--- src/rtl/aes_128_key_expand.sv ---
// AES-128 key-schedule engine: expands a 128-bit cipher key into 11 round keys
// and streams them as 22 x 64-bit words (low half first) into the key RAM,
// then pulses key_ready. One expansion round takes 4 cycles and shares a
// 1-cycle-latency BRAM S-box through sbox_addr/sbox_data.
module aes_128_key_expand #(
  parameter int LENGTH_KEY_SET = 22,
  parameter int NUM_ROUNDS     = 10
) (
  input  logic         clk,
  input  logic         kill_n,
  input  logic         key_start,
  input  logic [127:0] key_in,
  output logic         busy,
  output logic [31:0]  sbox_addr,
  input  logic [31:0]  sbox_data,
  output logic [63:0]  ram_in,
  output logic         en_wr,
  output logic         key_ready
);

  // Each round key occupies exactly two RAM words; catch mismatched overrides.
  if (LENGTH_KEY_SET != 2 * (NUM_ROUNDS + 1)) begin : gLengthCheck
    $error("aes_128_key_expand: LENGTH_KEY_SET must equal 2*(NUM_ROUNDS+1)");
  end

  localparam logic [3:0] LastRound = 4'(NUM_ROUNDS);

  typedef enum logic [2:0] {
    IDLE,
    WR_LO,
    WR_HI,
    SUB,
    EXPAND,
    DONE
  } state_e;

  state_e       state_q;
  logic [127:0] roundKey_q;
  logic [7:0]   rcon_q;
  logic [3:0]   round_q;

  logic         busy_q;
  logic [31:0]  sboxAddr_q;
  logic [63:0]  ramIn_q;
  logic         enWr_q;
  logic         keyReady_q;

  logic [31:0]  temp_d;
  logic [31:0]  w0_d;
  logic [31:0]  w1_d;
  logic [31:0]  w2_d;
  logic [31:0]  w3_d;
  logic [127:0] nextKey_d;
  logic [7:0]   nextRcon_d;

  // One key-schedule round: chain the SubWord result through the four words, advance Rcon by xtime.
  always_comb begin
    temp_d     = sbox_data ^ {rcon_q, 24'h000000};
    w0_d       = roundKey_q[127:96] ^ temp_d;
    w1_d       = roundKey_q[95:64]  ^ w0_d;
    w2_d       = roundKey_q[63:32]  ^ w1_d;
    w3_d       = roundKey_q[31:0]   ^ w2_d;
    nextKey_d  = {w0_d, w1_d, w2_d, w3_d};
    nextRcon_d = {rcon_q[6:0], 1'b0} ^ (rcon_q[7] ? 8'h1B : 8'h00);
  end

  // Control FSM; all outputs are registered alongside the state they belong to.
  always_ff @(posedge clk or negedge kill_n) begin
    if (!kill_n) begin
      state_q    <= IDLE;
      roundKey_q <= '0;
      rcon_q     <= '0;
      round_q    <= '0;
      busy_q     <= 1'b0;
      sboxAddr_q <= '0;
      ramIn_q    <= '0;
      enWr_q     <= 1'b0;
      keyReady_q <= 1'b0;
    end else begin
      enWr_q     <= 1'b0;
      ramIn_q    <= '0;
      keyReady_q <= 1'b0;
      case (state_q)
        IDLE: begin
          if (key_start) begin
            roundKey_q <= key_in;
            rcon_q     <= 8'h01;
            round_q    <= '0;
            state_q    <= WR_LO;
            busy_q     <= 1'b1;
            enWr_q     <= 1'b1;
            ramIn_q    <= key_in[63:0];
          end
        end
        WR_LO: begin
          state_q <= WR_HI;
          enWr_q  <= 1'b1;
          ramIn_q <= roundKey_q[127:64];
        end
        WR_HI: begin
          if (round_q == LastRound) begin
            state_q    <= DONE;
            keyReady_q <= 1'b1;
          end else begin
            state_q    <= SUB;
            sboxAddr_q <= {roundKey_q[23:0], roundKey_q[31:24]};
          end
        end
        SUB: begin
          state_q <= EXPAND;
        end
        EXPAND: begin
          roundKey_q <= nextKey_d;
          rcon_q     <= nextRcon_d;
          round_q    <= round_q + 4'd1;
          state_q    <= WR_LO;
          enWr_q     <= 1'b1;
          ramIn_q    <= nextKey_d[63:0];
        end
        DONE: begin
          state_q <= IDLE;
          busy_q  <= 1'b0;
        end
        default: begin
          state_q <= IDLE;
          busy_q  <= 1'b0;
        end
      endcase
    end
  end

  assign busy      = busy_q;
  assign sbox_addr = sboxAddr_q;
  assign ram_in    = ramIn_q;
  assign en_wr     = enWr_q;
  assign key_ready = keyReady_q;

endmodule

--- config.mk ---
export PLATFORM = sky130hd
export DESIGN_NAME = aes_128_key_expand
export DESIGN_NICKNAME = d
export VERILOG_FILES = /design/src/rtl/aes_128_key_expand.sv
export SDC_FILE = /design/constraint.sdc
export NUM_CORES = 1
export LEC_CHECK = 0
export CORE_MARGIN = 2
export CORE_UTILIZATION = 40
export DETAILED_ROUTE_END_ITERATION = 7
export HOLD_SLACK_MARGIN = 0.05
export PLACE_DENSITY = 0.66
export SLEW_MARGIN = 20
export SYNTH_ARGS = -nofsm -noshare
export SYNTH_HDL_FRONTEND = slang
export SYNTH_SLANG_ARGS = --single-unit
--- constraint.sdc ---
create_clock -name clk -period 3.2 [get_ports clk]
set_input_delay 0.96 -clock clk [delete_from_list [all_inputs] [get_ports clk]]
set_output_delay 0.96 -clock clk [all_outputs]
set_load 0.05 [all_outputs]
==> flow_summary_export.csv, run 1 <==
group,metric,value,unit
status,status,"completed",
synth,yosysWarnings,0,
die,start_util,40.95,%
clock_tree,htree_num_levels,1,
grt,antenna_found_initial,5,
clock_tree,clk_latency,540,ps
pwr,sw_frac_of_total,43.33,%
clock_tree,hold_buffers,0,
grt,grt_pass1_wl,51.56,mm
layout,final_nets,1435,
pwr,p_seq_share,31.1,%
worst_hold_path,hold_class,"input port to asynchronous set/reset pin",
critical_path,critPathMaxStageDelay,850,ps
synth,yosysMostFrequentCell,"dfrtp_1",
synth,avgSynthCellArea,11.17,um2
critical_path,crit_chain,"clkdlybuf4s50_1",
timing,hold_viol_final,0,
synth,synthTopCellsByCount,"242 x dfrtp_1, 92 x nand2_1, 84 x a22oi_1",
die,die-width,173.1,um
timing,rsz0062_at_grt,"false",
clock_tree,ctsLongestPathBuffers,3,
place,port_buffers,261,
clock_tree,cts_tree,"yes",
synth,synth.net_count,1189,
synth,postSynthCellCount,1024,
route,post_drt_via_cell_ratio,5.437,
die,dieHeight,173.1,um
pwr,p_leak,0.006770,uW
critical_path,crit_start,"busy$_DFFE_PN0P_",
clock_tree,ctsResizeCount,0,
place,dp_hpwl,21.47,mm
clock_tree,path_clk_slew,60,ps
pwr,p_int,10160,uW
synth,synth_top_area_cell,"dfrtp_1",
grt,overflow,0,
critical_path,crit_arrival,1760,ps
run,maxCapViolCount,0,
route,via_count,9069,
grt,grt_max_degree,74,
clock_tree,cts.sinks,242,
critical_path,endpoint_kind,"output port",
critical_path,r2r_start,"state_q[1]$_DFFE_PN0P_",
critical_path,worstPathRequired,2240,ps
timing,setup_viol,0,
timing,max_clock_freq,368.2,MHz
critical_path,cp-start-kind,"register",
pwr,power_density,1165,nW/um2
clock_tree,cts_inserted_buffers,28,
timing,fin_skew,7.147,ps
synth,ys_seq_area_share,52.94,%
route,ant_nets,0,
clock_tree,cts_setup_buffers,0,
place,place_congestion,0.7891,
grt,grt_use_total,21.37,%
die,core,27930,um2
critical_path,path_max_fanout,3,
route,drc,0,
die,ios,262,
critical_path,cpLargestDelayFamily,"buffers and inverters",
critical_path,critical-path-slowest-cell,"clkdlybuf4s50_1",
route,dr.pass1.iters,5,
grt,grt_pass1_vias,9188,
route,post_drt_wl_per_cell,19.44,um
clock_tree,root_buffer,"clkbuf_16",
pwr,power_frac_clock,16.8,%
timing,worstMarginPinSlew,801.9,ps
synth,async_flop_share,100.0,%
layout,fillerInstances,2448,
route,drtIter0Drc,576,
timing,slew_violations,0,
synth,synth_flop_cell,"dfrtp_1",
route,wirelength,32.43,mm
place,dp_slack,233.6,ps
timing,period_share,84.87,%
pwr,p_comb_share,52.1,%
die,rows,61,
timing,slew_headroom,46.54,%
pwr,vdd_drop_max,545.9,uV
critical_path,critPathBufInv,1,
synth,netlist.area_leader.share,52.94,%
synth,synth_seq_cells,242,
critical_path,worstSetupPathType,"register to output port",
synth,synth_cell_types,42,
die,dieArea,29970,um2
timing,totalNegativeSetupSlack,0,ps
synth,syn_area,11440,um2
layout,drive_above_1_share,8.625,%
synth,synthTopCellsByArea,"dfrtp_1 53%, xor2_1 5.7%, a22oi_1 5.5%",
synth,synth_edf_count,0,
pwr,switchingPower,7765,uW
layout,final_util,55.09,%
layout,area_growth,34.53,%
timing,fin_ws,484.2,ps
timing,min_period,2716,ps
timing,holdWs,399.3,ps
## path summary, 6_finish.rpt
kind / slack, ps / endpoint / depth (start not counted)
min in group clk: 500 / roundKey_q[49]$_DFFE_PN0P_ / 1
max in group asynchronous: 2040 / roundKey_q[41]$_DFFE_PN0P_ / 2
min: 400 / ram_in[24]$_DFF_PN0_ / 1
max reg2reg: 920 / ram_in[25]$_DFF_PN0_ / 5
min reg2reg: 500 / roundKey_q[49]$_DFFE_PN0P_ / 1
max: 480 / busy / 1
## layer usage
metal	GRT usage, %	vias up	part of all wire (%)
li1	-	4208	-
met1	29.43	4542	44
met2	33.82	273	46
met3	5.937	42	8.0
met4	4.449	4	1.6
met5	0	-	0.083
## worst reg2reg max path, delay by kind of cell (launching register included)
family          cells  cell delay (ps)
compound gates      2              230
buf+inv             1              340
flops               1              480
simple gates        2             1140
## cell families (layout without fill, tap and decap cells)
logic type,after synthesis,after routing,share of synthesized area (%)
flops,242,242,52.94
other cells,0,3,0
xor+xnor,155,155,13.16
buf+inv,72,335,2.844
simple gates,194,194,8.357
fa+ha+maj,2,2,0.2187
compound gates,327,327,19.33
mux,32,32,3.150
## cell type report
class / instances / area, um2 / share of cell area (%)
diodes: 3 / 7.507 / 0.04878
flip-flops and latches: 242 / 6056 / 39.35
multi-input cells: 710 / 5090 / 33.08
clock buffers: 42 / 824.5 / 5.358
inverters: 2 / 7.507 / 0.04878
repair buffers: 286 / 2905 / 18.88
clock inverters: 5 / 25.02 / 0.1626
well taps: 378 / 473.0 / 3.073
## metrics by stage
stage	instance area, um2	cells	power [uW]
finish	15390	1668	17920
CTS	15380	1665	18060
global route	15380	1666	19130
detailed placement	14530	1618	14960
global placement	14530	1618	14770
floorplan	11440	1024	12220
## sequential cells by signal, indices dropped and copies added (netlist names)
signal	flops
key_ready	1
ram_in	64
busy	1
en_wr	1
roundKey_q	128
sbox_addr	32
rcon_q	8
state_q	3
round_q	4
## power groups by stage
stage	logic [uW]	registers [uW]	clock network, uW
after floorplan	5320	6900	0
after global placement	9200	5570	0
after detailed placement	9380	5580	0
after CTS	9420	5560	3080
after global routing	10200	5750	3220
final	9340	5580	3010
## placed cells by master (no fill, tap or decap), types with 2 or more instances in the layout
master,count
a21oi_1,6
o21ai_0,76
clkbuf_1,8
clkinv_2,5
clkbuf_16,29
a22oi_1,84
a22o_1,4
xor2_1,74
xnor2_1,71
xor3_1,8
a221o_1,24
nand2_1,91
diode_2,3
dfrtp_1,242
mux2_2,32
o22ai_1,24
or2_2,2
o221a_2,4
nor2_1,12
or3_1,8
o211ai_1,8
clkdlybuf4s50_1,260
a21o_1,48
ha_1,2
xnor3_1,2
nand3_1,36
nand2b_1,9
a32oi_1,8
buf_12,8
nor3b_1,24
inv_1,2
buf_4,17
nor2_4,2
clkbuf_8,5
o21ai_1,39
Note: power is estimated with default switching activity, not from simulation.
==> run 2, diff against run 1 <==
==> constraint.sdc (replaced) <==
create_clock -name clk -period 2.6 [get_ports clk]
set_input_delay 0.78 -clock clk [delete_from_list [all_inputs] [get_ports clk]]
set_output_delay 0.78 -clock clk [all_outputs]
set_load 0.05 [all_outputs]
==> flow_summary_export.csv, run 2 (synthesized netlist as in run 1, its figures left out) <==
group,metric,value,unit
status,status,"completed",
layout,final_util,55.66,%
layout,largest_register_ffs,128,
critical_path,cpLargestDelayFamily,"buffers and inverters",
clock_tree,root_buffer,"clkbuf_16",
route,ant_nets,0,
grt,grt_use_total,21.91,%
critical_path,r2r-end,"roundKey_q[96]$_DFFE_PN0P_",
grt,met2_usage,35.42,%
timing,slew_headroom,60.21,%
critical_path,crit_chain,"clkdlybuf4s50_1",
route,wirelength,32.98,mm
layout,final_nets,1442,
place,placed_area,14680,um2
clock_tree,ctsLongestPathBuffers,3,
layout,layout_commonest_cell,"clkdlybuf4s50_1",
clock_tree,cts_inserted_buffers,27,
clock_tree,path_clk_slew,60,ps
grt,grt_pass1_vias,9555,
route,dr.pass1.iters,5,
critical_path,r2r_start,"state_q[0]$_DFFE_PN0P_",
layout,fin_cells,1675,
pwr,p_leak,0.006848,uW
critical_path,worstSetupPathType,"register to output port",
grt,antenna_found_initial,3,
timing,min_period,2532,ps
pwr,vdd_drop_max,799.9,uV
place,dpl.cell_count,1626,
critical_path,cp.depth,1,
route,drtIter0Drc,619,
critical_path,path_max_fanout,3,
layout,drive_above_1_share,9.259,%
layout,regMostFlops,"roundKey_q",
clock_tree,cts.sinks,242,
die,start_util,40.95,%
place,port_buffers,261,
route,post_drt_via_cell_ratio,5.530,
critical_path,critPathBufInv,1,
grt,grt_pass1_wl,52.77,mm
layout,mostFrequentLayoutCells,"260 x clkdlybuf4s50_1, 242 x dfrtp_1, 91 x nand2_1, 84 x a22oi_1, 76 x o21ai_0",
route,post_drt_wl_per_cell,19.69,um
critical_path,worstPathRequired,1820,ps
critical_path,r2r_cells,4,
timing,slew_violations,0,
layout,finish.instance_area,15550,um2
worst_hold_path,hold_class,"input port to asynchronous set/reset pin",
die,dieArea,29970,um2
die,ios,262,
layout,register_area,6056,um2
die,dieHeight,173.1,um
clock_tree,ctsResizeCount,0,
place,place_congestion,0.8188,
critical_path,setup.worst_path.end,"busy",
clock_tree,clk_latency,530,ps
timing,fin_skew,6.644,ps
timing,worstMarginPinSlew,595.0,ps
pwr,power_density,1443,nW/um2
grt,grt_max_degree,80,
clock_tree,cts_setup_buffers,0,
critical_path,r2r_setup_slack,620,ps
clock_tree,htree_num_levels,1,
timing,rsz0062_at_grt,"false",
timing,setup_viol,0,
critical_path,crit_start,"busy$_DFFE_PN0P_",
run,maxCapViolCount,0,
die,core,27930,um2
clock_tree,hold_buffers,0,
grt,grt_util_met1,29.63,%
die,die-width,173.1,um
clock_tree,cts_tree,"yes",
critical_path,crit_arrival,1750,ps
layout,multiInputGateArea,5090,um2
critical_path,cp-start-kind,"register",
timing,period_share,97.39,%
timing,max_clock_freq,394.9,MHz
critical_path,endpoint_kind,"output port",
grt,overflow,0,
layout,fillerInstances,2418,
layout,area_growth,35.93,%
critical_path,critPathMaxStageDelay,850,ps
route,drc,0,
route,via_count,9262,
grt,busiest_layer,"met2",
grt,grtUsageMet3,5.673,%
die,rows,61,
place,dp_hpwl,22.13,mm
timing,hold_viol_final,0,
critical_path,critical-path-slowest-cell,"clkdlybuf4s50_1",
## run 2: metal layers
| metal | wire length [um] | up-vias |
|---|---|---|
| met5 | 23 | - |
| met4 | 593 | 4 |
| met3 | 2526 | 38 |
| met2 | 15490 | 302 |
| met1 | 14350 | 4698 |
| li1 | - | 4220 |
## run 2: area by class of cell
cell class	instances	area share, %
sequential	242	38.95
multi-input combinational	710	32.74
timing repair buffer	294	19.63
clock buffer	40	4.981
tap	378	3.042
clock inverter	8	0.5955
inverter	2	0.04828
antenna	1	0.01609
## run 2: metrics by stage
| step | hold WS, ps | setup TNS (ps) | worst slack (ps) | power (uW) |
|---|---|---|---|---|
| final | 194.6 | 0 | 67.93 | 22440 |
| after global routing | 244.2 | 0 | 9.104 | 23940 |
| after CTS | 222.9 | 0 | 37.97 | 22580 |
| after detailed placement | 481.8 | -282.5 | -31.62 | 18670 |
| after global placement | 468.3 | -42.72 | -16.87 | 18450 |
| after floorplan | 450.7 | 0 | 611.9 | 15040 |
## run 2: how the worst min path moves through the flow
stage | startpoint | to | cells after the start
5_1_grt | kill_n | roundKey_q[25]$_DFFE_PN0P_ | 1
4_1_cts | kill_n | roundKey_q[25]$_DFFE_PN0P_ | 1
2_1_floorplan | round_q[3]$_DFFE_PN0P_ | round_q[3]$_DFFE_PN0P_ | 1
3_3_place_gp | round_q[3]$_DFFE_PN0P_ | round_q[3]$_DFFE_PN0P_ | 1
3_5_place_dp | round_q[3]$_DFFE_PN0P_ | round_q[3]$_DFFE_PN0P_ | 1
6_report | kill_n | ram_in[58]$_DFF_PN0_ | 1
## run 2: power by group
group | internal (uW) | leakage, uW | total [uW] | switching, uW
Clock | 2250 | 0.000426 | 3770 | 1530
Combinational | 5080 | 0.00337 | 11800 | 6710
Sequential | 5440 | 0.00305 | 6870 | 1430
Total | 12800 | 0.00685 | 22400 | 9670
